### config.mk
export PLATFORM = sky130hd
export DESIGN_NAME = sub_64_serial
export DESIGN_NICKNAME = d
export VERILOG_FILES = /design/src/rtl/sub_64_serial.sv
export SDC_FILE = /design/constraint.sdc
export NUM_CORES = 1
export LEC_CHECK = 0
export CORE_ASPECT_RATIO = 0.8
export CORE_UTILIZATION = 40
export CTS_CLUSTER_SIZE = 40
export DETAILED_ROUTE_END_ITERATION = 10
export GPL_TIMING_DRIVEN = 0
export SLEW_MARGIN = 25
export SYNTH_ARGS = -nofsm -noshare
export SYNTH_HDL_FRONTEND = slang
export SYNTH_SLANG_ARGS = --single-unit
### constraint.sdc
create_clock -name CLK -period 6.8 [get_ports CLK]
set_clock_uncertainty 0.15 [all_clocks]
set_input_delay 0.68 -clock CLK [delete_from_list [all_inputs] [get_ports CLK]]
set_output_delay 0.68 -clock CLK [all_outputs]
set_load 0.02 [all_outputs]
### src/rtl/sub_64_serial.sv
// Byte-serial 64-bit subtractor: one byte of A + ~B + carry per cycle, LSB first.
// Optional macro SUB64_SATURATE_EN clamps DIFF_OUT to the signed limits on overflow.
module sub_64_serial (
    input  logic        CLK,
    input  logic        RESET,
    input  logic        START,
    input  logic [63:0] MINUEND,
    input  logic [63:0] SUBTRAHEND,
    output logic        BUSY,
    output logic        DONE,
    output logic [63:0] DIFF_OUT,
    output logic        BO,
    output logic        OVO,
    output logic        ZO
);

    typedef enum logic [1:0] {S_IDLE, S_RUN, S_DONE} state_t;

    state_t      state_q, state_d;
    logic [63:0] a_q, b_q;
    logic [63:0] acc_q, acc_d;
    logic [2:0]  cnt_q;
    logic        borrow_q;
    logic [8:0]  byte_sum;
    logic        raw_ovf;
    logic [63:0] final_diff;

    always_ff @(posedge CLK) begin
        if (RESET) state_q <= S_IDLE;
        else       state_q <= state_d;
    end

    always_comb begin
        state_d = state_q;
        case (state_q)
            S_IDLE:  if (START) state_d = S_RUN;
            S_RUN:   if (cnt_q == 3'd7) state_d = S_DONE;
            S_DONE:  state_d = S_IDLE;
            default: state_d = S_IDLE;
        endcase
    end

    always_comb begin
        BUSY = (state_q != S_IDLE);
        DONE = (state_q == S_DONE);
    end

    // Carry into the byte adder is the inverse of the stored borrow, so a cleared borrow gives carry-in 1.
    always_comb begin
        byte_sum = {1'b0, a_q[{cnt_q, 3'b000} +: 8]} + {1'b0, ~b_q[{cnt_q, 3'b000} +: 8]}
                 + {8'b0, ~borrow_q};
        acc_d = acc_q;
        acc_d[{cnt_q, 3'b000} +: 8] = byte_sum[7:0];
        raw_ovf = (a_q[63] != b_q[63]) && (acc_d[63] != a_q[63]);
`ifdef SUB64_SATURATE_EN
        if (raw_ovf) final_diff = a_q[63] ? 64'h8000_0000_0000_0000 : 64'h7FFF_FFFF_FFFF_FFFF;
        else         final_diff = acc_d;
`else
        final_diff = acc_d;
`endif
    end

    always_ff @(posedge CLK) begin
        if (RESET) begin
            a_q      <= '0;
            b_q      <= '0;
            acc_q    <= '0;
            cnt_q    <= '0;
            borrow_q <= 1'b0;
            DIFF_OUT <= '0;
            BO       <= 1'b0;
            OVO      <= 1'b0;
            ZO       <= 1'b0;
        end else begin
            case (state_q)
                S_IDLE: if (START) begin
                    a_q      <= MINUEND;
                    b_q      <= SUBTRAHEND;
                    cnt_q    <= '0;
                    borrow_q <= 1'b0;
                end
                S_RUN: begin
                    acc_q    <= acc_d;
                    borrow_q <= ~byte_sum[8];
                    cnt_q    <= cnt_q + 3'd1;
                    if (cnt_q == 3'd7) begin
                        DIFF_OUT <= final_diff;
                        BO       <= ~byte_sum[8];
                        OVO      <= raw_ovf;
                        ZO       <= (final_diff == 64'd0);
                    end
                end
                default: ;
            endcase
        end
    end

endmodule

==> results of run 1 <==
[worst min-delay path, stage by stage (launching register included)]
cell and delay (ns):
dfxtp_1 0.30, nand2_1 0.05, a21oi_1 0.05
[through the flow]
step	total power [uW]	hold slack (ns)	worst slack [ns]
finish	4084	0.3022	0.3223
global route	4215	0.3132	0.03701
CTS	4070	0.3037	0.3202
detailed placement	2370	0.2951	0.3428
global placement	2368	0.2893	0.3365
floorplan	2075	0.2831	2.053
[registers in the layout (all words and copies together), names as in the netlist]
name and count:
ZO 1, OVO 1, borrow_q 1, cnt_q 3, state_q 2, acc_q 64
DIFF_OUT 64, a_q 64, BO 1, b_q 64
[area by class of cell]
type	instances	share of cell area
inverter	9	0.002249
multi-input combinational	1006	0.3847
buffer	114	0.02965
clock inverter	16	0.01924
clock buffer	32	0.04823
sequential	265	0.3532
timing repair buffer	198	0.1319
tap	370	0.03082
[worst max path at each step]
| stage | start | end | slack (ns) | depth (start not counted) |
|---|---|---|---|---|
| after global placement | cnt_q[0]$_SDFFE_PP0P_ | ZO$_SDFFE_PP0P_ | 0.34 | 16 |
| after global routing | cnt_q[0]$_SDFFE_PP0P_ | ZO$_SDFFE_PP0P_ | 0.04 | 17 |
| after detailed placement | cnt_q[0]$_SDFFE_PP0P_ | ZO$_SDFFE_PP0P_ | 0.34 | 17 |
| after floorplan | cnt_q[0]$_SDFFE_PP0P_ | ZO$_SDFFE_PP0P_ | 2.05 | 16 |
| after CTS | cnt_q[0]$_SDFFE_PP0P_ | ZO$_SDFFE_PP0P_ | 0.32 | 17 |
| final | cnt_q[0]$_SDFFE_PP0P_ | ZO$_SDFFE_PP0P_ | 0.32 | 17 |
[report_power, final]
| part | switching (uW) | internal (uW) |
|---|---|---|
| combinational | 446 | 248 |
| sequential | 44.3 | 1620 |
| clock | 659 | 1060 |
[logic make-up after synthesis]
logic type                 share of synthesized area
AOI/OAI and AO/OA                             0.1871
adders and majority gates                    0.01865
buffers and inverters                        0.04076
xor gates and xnor gates                    0.004553
muxes                                        0.08076
DFF                                           0.4596
and+or+nand+nor                               0.2086
[per-layer routing]
| metal | track usage | wire, um |
|---|---|---|
| met1 | 0.4418 | 20800 |
| met5 | 0 | 0 |
| met4 | 0.04422 | 567 |
| met2 | 0.3861 | 16390 |
| met3 | 0.06140 | 3719 |
[cell usage in the layout, fill, tap and decap left out, types with 6 or more instances in the layout]
| cell | synthesis | layout |
|---|---|---|
| a311oi_1 | 10 | 10 |
| nand3_1 | 12 | 12 |
| clkbuf_16 | 0 | 27 |
| clkbuf_1 | 101 | 103 |
| buf_1 | 11 | 8 |
| nor2_1 | 146 | 146 |
| bufinv_16 | 0 | 8 |
| nand2b_1 | 6 | 6 |
| ha_1 | 14 | 14 |
| inv_1 | 8 | 8 |
| nor3_1 | 24 | 23 |
| a211oi_1 | 78 | 78 |
| dfxtp_1 | 265 | 265 |
| mux4_2 | 32 | 32 |
| o21ai_0 | 23 | 23 |
| or3_1 | 9 | 9 |
| nand2_1 | 353 | 353 |
| clkdlybuf4s50_1 | 0 | 198 |
| mux2i_1 | 20 | 20 |
| a21oi_1 | 168 | 168 |
| a22oi_1 | 18 | 18 |
==> results.py, run 1 <==
metrics = {
    "outcome": {
        "status": "finished, final reports clean",
    },
    "worst_setup_path": {
        "cp.required_ns": 7.13,
        "r2r_cells": 17,
        "rr_endpoint": "ZO$_SDFFE_PP0P_",
        "worst_setup_path_end_kind": "flip-flop",
        "slowest_delay_ns": 0.83,
        "cp_cell_sequence": "clkbuf_1, buf_1, clkdlybuf4s15_1, mux4_2, nand2_1, nand2_1, fa_1, inv_1, fa_1, nand2b_1, nor2_1, a31o_2, a21oi_1, and4_1, and4_1, nand4_1, o21ai_1",
        "path_max_fanout": 10,
        "rrSetupSlack_ns": 0.32,
        "cp_slowest_cell": "clkdlybuf4s15_1",
        "critPathBufInv": 4,
        "critPathKind": "reg -> reg",
        "cp.arrival_ns": 6.80,
        "crit-reg2reg-launch": "cnt_q[0]$_SDFFE_PP0P_",
        "start_kind": "flip-flop",
        "cpLargestDelayFamily": "buffers and inverters",
    },
    "synth": {
        "synthTopCellsByArea": "dfxtp_1, nand2_1, a21oi_1",
        "synthCells": 1394,
        "synthFlopType": "dfxtp_1",
        "synth_warnings": 0,
        "syn-num-nets": 1541,
        "yosysMostFrequentCell": "nand2_1",
        "ys_ff_latch": 265,
        "synthTopCellsByCount": "nand2_1, dfxtp_1, a21oi_1",
        "synthArstFlopShare": 0,
        "avgSynthCellArea_um2": 8.280,
        "ys_seq_area_frac": 0.4596,
        "netlist_area_um2": 11540,
        "ys_types": 61,
        "synth_top_area_cell": "dfxtp_1",
        "synth.top_cell.area_share": 0.4596,
        "synth_enable_flop_cells": 0,
    },
    "sta": {
        "max_freq_ghz": 0.1544,
        "worstMarginPinSlew_ns": 1.019,
        "timing.setup.tns_ns": 0,
        "max_slew_margin": 0.3098,
        "period_minus_slack_ns": 6.478,
        "rsz0062_at_grt": "false",
        "final_max_slew_viol_count": 0,
        "finalCritPeriodShare": 0.9526,
        "setup_viol": 0,
        "hold_viol": 0,
    },
    "route": {
        "final_antenna_net_count": 0,
        "route.detailed.drc": 0,
        "vias": 11080,
        "wl_per_cell_um": 20.64,
        "drtPass1Iterations": 6,
        "avgViaCountPerCell": 5.514,
        "drtIter0Drc": 878,
        "wl_um": 41480,
    },
    "placement": {
        "dp.cells": 1962,
        "io_buffers": 198,
        "place_area_um2": 13990,
        "hpwlAfterDp_um": 31140,
        "place_congestion": 0.9581,
    },
    "grt": {
        "grt_pass1_wl_um": 62960,
        "grt_overflow_total": 0,
        "grt_start_max_net_pins": 15,
        "antenna_found_initial": 0,
        "grt_pass1_vias": 10430,
        "track_usage": 0.2797,
    },
    "clocking": {
        "cts_resized": 0,
        "cts_root_buf": "clkbuf_16",
        "ctsHoldBuffers": 0,
        "cts_setup_buffers": 0,
        "numCtsBuffers": 27,
        "clockBufferDepth": 3,
        "cts_tree": "built",
        "htree_levels": 1,
        "insertion_delay_ns": 0.55,
        "cts_sinks": 265,
        "clkTransAtPathRegs_ns": 0.06,
    },
    "cells_and_area": {
        "syn2layout_area_growth_pct": 30.15,
        "seqCellArea_um2": 5305,
        "fill_cells": 2775,
        "final_cell_count_no_fill": 2010,
        "drive_gt1_frac": 0.05610,
        "design_area_um2": 15020,
        "fin_util": 0.5298,
        "multi_input_area_um2": 5779,
        "nets": 1768,
        "antenna_cells": 0,
    },
    "floorplan": {
        "ios": 200,
        "die-height_um": 153.9,
        "core_um2": 28350,
        "die_width_um": 191.9,
        "die_area_um2": 29540,
        "rows": 55,
        "start_util": 0.4071,
    },
    "worst_hold_path": {
        "hold_depth": 2,
        "min_from": "b_q[48]$_SDFFE_PP0P_",
        "min_path_type": "reg -> reg",
        "min_to": "b_q[48]$_SDFFE_PP0P_",
    },
    "flow_run": {
        "maxCapViolCount": 0,
    },
    "pwr": {
        "p_leak_uw": 0.005291,
        "ir_drop_mv": 0.2392,
        "power.density_nw_per_um2": 271.8,
    },
}
Note: power is estimated with default switching activity, not from simulation.
==> run 2, diff against run 1 <==
- CAP_MARGIN: unset -> 40
==> results.py, run 2 (synthesis gave the netlist of run 1 again) <==
metrics = {
    "pwr": {
        "clkPwrFrac": 0.416,
        "pwr-share-seq": 0.412,
        "total_power_uw": 4055,
        "p_leak_uw": 0.005322,
        "ir_drop_mv": 0.2173,
        "internal_power_uw": 2918,
        "p_switching_uw": 1137,
        "comb_power_share": 0.172,
        "switching_share": 0.2804,
        "power.density_nw_per_um2": 269.0,
    },
    "sta": {
        "whs_ns": 0.3020,
        "timing.setup.tns_ns": 0,
        "setup_slack_ns": 0.4660,
        "final_max_slew_viol_count": 0,
        "max_freq_ghz": 0.1579,
        "setup_viol": 0,
        "finalCritPeriodShare": 0.9315,
        "rsz0062_at_grt": "false",
        "period_minus_slack_ns": 6.334,
        "hold_viol": 0,
        "worstMarginPinSlew_ns": 0.8900,
        "max_slew_margin": 0.4067,
    },
    "worst_setup_path": {
        "cp.required_ns": 7.13,
        "rrSetupSlack_ns": 0.47,
        "path_max_fanout": 10,
        "worst_setup_path_end_kind": "flip-flop",
        "cp.arrival_ns": 6.66,
        "start_kind": "flip-flop",
        "critPathKind": "reg -> reg",
    },
    "floorplan": {
        "ios": 200,
        "rows": 55,
        "die-height_um": 153.9,
        "die_area_um2": 29540,
        "die_width_um": 191.9,
        "start_util": 0.4071,
        "core_um2": 28350,
    },
    "clocking": {
        "cts_sinks": 265,
        "cts_resized": 0,
        "cts_tree": "built",
        "numCtsBuffers": 28,
        "ctsHoldBuffers": 0,
        "cts_setup_buffers": 0,
        "htree_levels": 1,
        "clkTransAtPathRegs_ns": 0.07,
        "insertion_delay_ns": 0.55,
        "clockBufferDepth": 3,
        "cts_root_buf": "clkbuf_16",
    },
    "cells_and_area": {
        "final_cell_mix": "nand2_1, dfxtp_1, clkdlybuf4s50_1",
        "final_common_cell": "nand2_1",
        "nets": 1778,
        "antenna_cells": 0,
        "design_area_um2": 15070,
        "fill_cells": 2790,
        "drive_gt1_frac": 0.05751,
        "syn2layout_area_growth_pct": 30.59,
    },
    "route": {
        "wl_um": 41300,
        "final_antenna_net_count": 0,
        "vias": 11090,
        "drtPass1Iterations": 5,
        "drtIter0Drc": 969,
        "wl_per_cell_um": 20.42,
        "avgViaCountPerCell": 5.487,
        "route.detailed.drc": 0,
    },
    "placement": {
        "place_worst_setup_slack_ns": 0.6939,
        "hpwlAfterDp_um": 31380,
        "place_area_um2": 14060,
        "place_congestion": 0.9581,
        "io_buffers": 198,
    },
    "grt": {
        "grt_start_max_net_pins": 14,
        "grt_overflow_total": 0,
        "grt_pass1_wl_um": 62590,
        "track_usage": 0.2783,
        "antenna_found_initial": 0,
        "grt_pass1_vias": 10420,
    },
    "worst_hold_path": {
        "min_path_type": "reg -> reg",
    },
    "flow_run": {
        "maxCapViolCount": 0,
    },
    "outcome": {
        "status": "finished, final reports clean",
    },
}
==> run 2: cell count changes in the layout (fill, tap and decap cells not counted), moves of 2 or more <==
cell and change:
buf_6 +3, buf_2 +3, clkbuf_16 +2, clkbuf_1 +5
buf_1 +3, bufinv_16 -2
==> run 2: power by group through the flow <==
stage	logic [uW]	clock network (uW)	registers [uW]
floorplan	390	0	1680
detailed placement	676	0	1700
finish	699	1690	1670
global placement	668	0	1700
global route	746	1770	1680
CTS	680	1700	1670
==> run 2: routing by layer <==
layer  wire [um]  part of all wire  track usage  vias to the layer above
li1            -                 -            -                     5331
met1       20660              0.50       0.4428                     5279
met2       16290              0.39       0.3792                      441
met3        3677             0.089      0.05775                       43
met4         665             0.016      0.05253                        0
met5           0                 0            0                        -
==> run 2: final timing paths <==
kind / from / endpoint / depth (start not counted)
worst min register to register: b_q[19]$_SDFFE_PP0P_ / b_q[19]$_SDFFE_PP0P_ / 2
worst min-delay path: b_q[19]$_SDFFE_PP0P_ / b_q[19]$_SDFFE_PP0P_ / 2
worst max register to register: cnt_q[0]$_SDFFE_PP0P_ / ZO$_SDFFE_PP0P_ / 18
worst max-delay path: cnt_q[0]$_SDFFE_PP0P_ / ZO$_SDFFE_PP0P_ / 18
==> run 2: cell type report <==
cell class | instances | area, um^2 | share of cell area
inverter | 9 | 33.78 | 0.002241
sequential | 265 | 5305 | 0.3520
tap | 370 | 462.9 | 0.03071
multi-input combinational | 1006 | 5767 | 0.3826
clock buffer | 39 | 793.3 | 0.05263
timing repair buffer | 207 | 2058 | 0.1365
clock inverter | 12 | 216.5 | 0.01436
buffer | 114 | 436.7 | 0.02897
==> run 2: critical path, stage by stage, from the launching register on <==
cell      delay [ns]
dfxtp_1         0.42
clkbuf_1        0.35
buf_1           0.64
buf_1           0.37
buf_6           0.24
mux4_2          0.52
mux2i_1         0.28
fa_1            0.25
inv_1           0.06
fa_1            0.40
a21o_1          0.19
a221oi_1        0.37
xnor2_1         0.25
clkbuf_1        0.38
mux2i_1         0.60
o211a_1         0.24
and4_1          0.18
nand4_1         0.18
o21ai_1         0.16
==> run 2: stage by stage <==
stage / util / instances
after global routing: 0.5316 / 2022
after detailed placement: 0.4959 / 1970
final: 0.5316 / 2022
after floorplan: - / 1394
after global placement: 0.4933 / 1962
after CTS: 0.5315 / 2021
==> run 3, diff against run 2 <==
- ABC_AREA: unset -> 1
- CORE_UTILIZATION: 40 -> 41
==> results.py, run 3 <==
metrics = {
    "clocking": {
        "cts_setup_buffers": 0,
        "clkTransAtPathRegs_ns": 0.06,
        "htree_levels": 1,
        "clockBufferDepth": 3,
        "numCtsBuffers": 28,
        "insertion_delay_ns": 0.55,
        "cts_resized": 0,
        "cts_root_buf": "clkbuf_16",
        "cts_sinks": 265,
        "ctsHoldBuffers": 0,
        "cts_tree": "built",
    },
    "route": {
        "wl_um": 45010,
        "route.detailed.drc": 0,
        "vias": 12690,
        "drtPass1Iterations": 6,
        "drtIter0Drc": 1335,
        "avgViaCountPerCell": 5.350,
        "final_antenna_net_count": 0,
        "wl_per_cell_um": 18.97,
    },
    "sta": {
        "final_max_slew_viol_count": 0,
        "worstMarginPinSlew_ns": 0.8452,
        "setup_slack_ns": 0.8950,
        "timing.setup.tns_ns": 0,
        "rsz0062_at_grt": "false",
        "max_slew_margin": 0.4366,
        "max_freq_ghz": 0.1693,
        "period_minus_slack_ns": 5.905,
        "hold_viol": 0,
        "whs_ns": 0.3265,
        "finalCritPeriodShare": 0.8684,
        "setup_viol": 0,
    },
    "grt": {
        "use_met1": 0.4687,
        "antenna_found_initial": 1,
        "grt_start_max_net_pins": 14,
        "top_usage_layer": "met1",
        "grt_pass1_vias": 11630,
        "track_usage": 0.2936,
        "use_met2": 0.3899,
        "use_met3": 0.06809,
        "grt_pass1_wl_um": 67990,
        "grt_overflow_total": 0,
    },
    "placement": {
        "place_congestion": 0.9766,
        "dp.cells": 2323,
        "place_worst_setup_slack_ns": 1.252,
        "hpwlAfterDp_um": 34840,
        "io_buffers": 199,
    },
    "cells_and_area": {
        "final_cell_count_no_fill": 2372,
        "final_cell_mix": "nor2_1, o21ai_0, dfxtp_1",
        "fin_util": 0.5413,
        "drive_gt1_frac": 0.04098,
        "nets": 2131,
        "syn2layout_area_growth_pct": 28.02,
        "final_common_cell": "nor2_1",
    },
    "worst_setup_path": {
        "cp.required_ns": 7.06,
        "cp.arrival_ns": 6.17,
        "path_max_fanout": 10,
        "critPathKind": "reg -> reg",
        "rrSetupSlack_ns": 0.89,
        "crit-reg2reg-launch": "cnt_q[0]$_SDFFE_PP0P_",
        "critPathLaunch": "cnt_q[0]$_SDFFE_PP0P_",
        "start_kind": "flip-flop",
        "worst_setup_path_end_kind": "flip-flop",
    },
    "synth": {
        "synthCells": 1753,
        "yosysMostFrequentCell": "nor2_1",
        "netlist_area_um2": 12130,
        "avgSynthCellArea_um2": 6.922,
        "synthTopCellsByCount": "nor2_1, o21ai_0, dfxtp_1",
        "syn-num-nets": 1900,
        "synthArstFlopShare": 0,
        "synth_enable_flop_cells": 0,
        "synth_top_area_cell": "dfxtp_1",
        "synth.top_cell.area_share": 0.4372,
        "synthFlopType": "dfxtp_1",
        "synth_warnings": 0,
        "ys_seq_area_frac": 0.4372,
        "synthTopCellsByArea": "dfxtp_1, nor2_1, o21ai_0",
        "ys_types": 38,
        "ys_ff_latch": 265,
    },
    "pwr": {
        "ir_drop_mv": 0.1874,
        "p_leak_uw": 0.006751,
        "power.density_nw_per_um2": 266.0,
    },
    "worst_hold_path": {
        "min_path_type": "reg -> reg",
        "min_from": "DIFF_OUT[8]$_SDFFE_PP0P_",
    },
    "flow_run": {
        "maxCapViolCount": 0,
    },
    "floorplan": {
        "die_area_um2": 30290,
        "core_um2": 28700,
        "die_width_um": 194.3,
        "start_util": 0.4228,
        "die-height_um": 155.9,
        "ios": 200,
        "rows": 55,
    },
    "outcome": {
        "status": "finished, final reports clean",
    },
}
==> run 3: cell types whose count changed in the layout (fill, tap and decap cells not counted), sizes merged, moves of 77 or more <==
cell / change
o21ai: +284
nor2: +262
inv: +149
nand2: -124
a21oi: -100
a211oi: -77
==> run 3: worst max-delay path: stages (launching register included) <==
cell	delay (ns)
dfxtp_1	0.44
buf_4	0.23
clkbuf_1	0.52
clkbuf_1	0.47
clkbuf_1	0.49
o21ai_0	0.17
o221ai_1	0.46
o21ai_0	0.29
fa_1	0.51
nand3_1	0.12
nand2_1	0.08
nand2_1	0.09
nand2_1	0.05
nand2_1	0.15
nand3_1	0.19
nor2_1	0.36
nand3_1	0.14
o21ai_0	0.24
clkbuf_2	0.25
nor2_1	0.05
nand2_1	0.05
nor2_1	0.07
nand3_1	0.13
a21oi_1	0.07
==> run 3: per-stage QoR <==
step | total power, uW | area, um^2
6_report | 4131 | 15530
5_1_grt | 4303 | 15530
4_1_cts | 4124 | 15530
3_5_place_dp | 2564 | 14600
3_3_place_gp | 2555 | 14590
2_1_floorplan | 2232 | 12130
==> run 3: cell type report <==
cell class                      count  area, um^2
Fill cell                        2870       13160
Multi-Input combinational cell   1214        5771
Sequential cell                   265        5305
Timing Repair Buffer              201        2008
Clock buffer                       40       807.0
Inverter                          156       588.1
Buffer                            118       471.7
Tap cell                          370       462.9
Clock inverter                      7       117.6
Antenna cell                        1       2.502
==> run 3: logic make-up (layout without fill, tap and decap cells) <==
logic type | after synthesis | count (layout) | share of synthesized area
flops | 265 | 265 | 0.4372
buf+inv | 274 | 522 | 0.08723
simple gates | 725 | 725 | 0.2442
compound gates | 473 | 473 | 0.2137
other cells | 0 | 1 | 0
fa+ha+maj | 16 | 16 | 0.01774
==> run 3: final timing paths <==
check	endpoint	depth (start not counted)
worst min-delay path	DIFF_OUT[8]$_SDFFE_PP0P_	2
worst max register to register	ZO$_SDFFE_PP0P_	23
worst max-delay path	ZO$_SDFFE_PP0P_	23
worst min register to register	DIFF_OUT[8]$_SDFFE_PP0P_	2
==> run 3: routing by layer <==
metal  vias up  routed length, um
met5         -                  0
met2       545              16590
met1      5907              23120
met4         0                764
li1       6186                  -
met3        53               4533
==> run 3: report_power, final <==
group,switching (uW),internal [uW],total [uW]
sequential,54.6,1650,1710
combinational,570,281,851
clock,639,933,1570
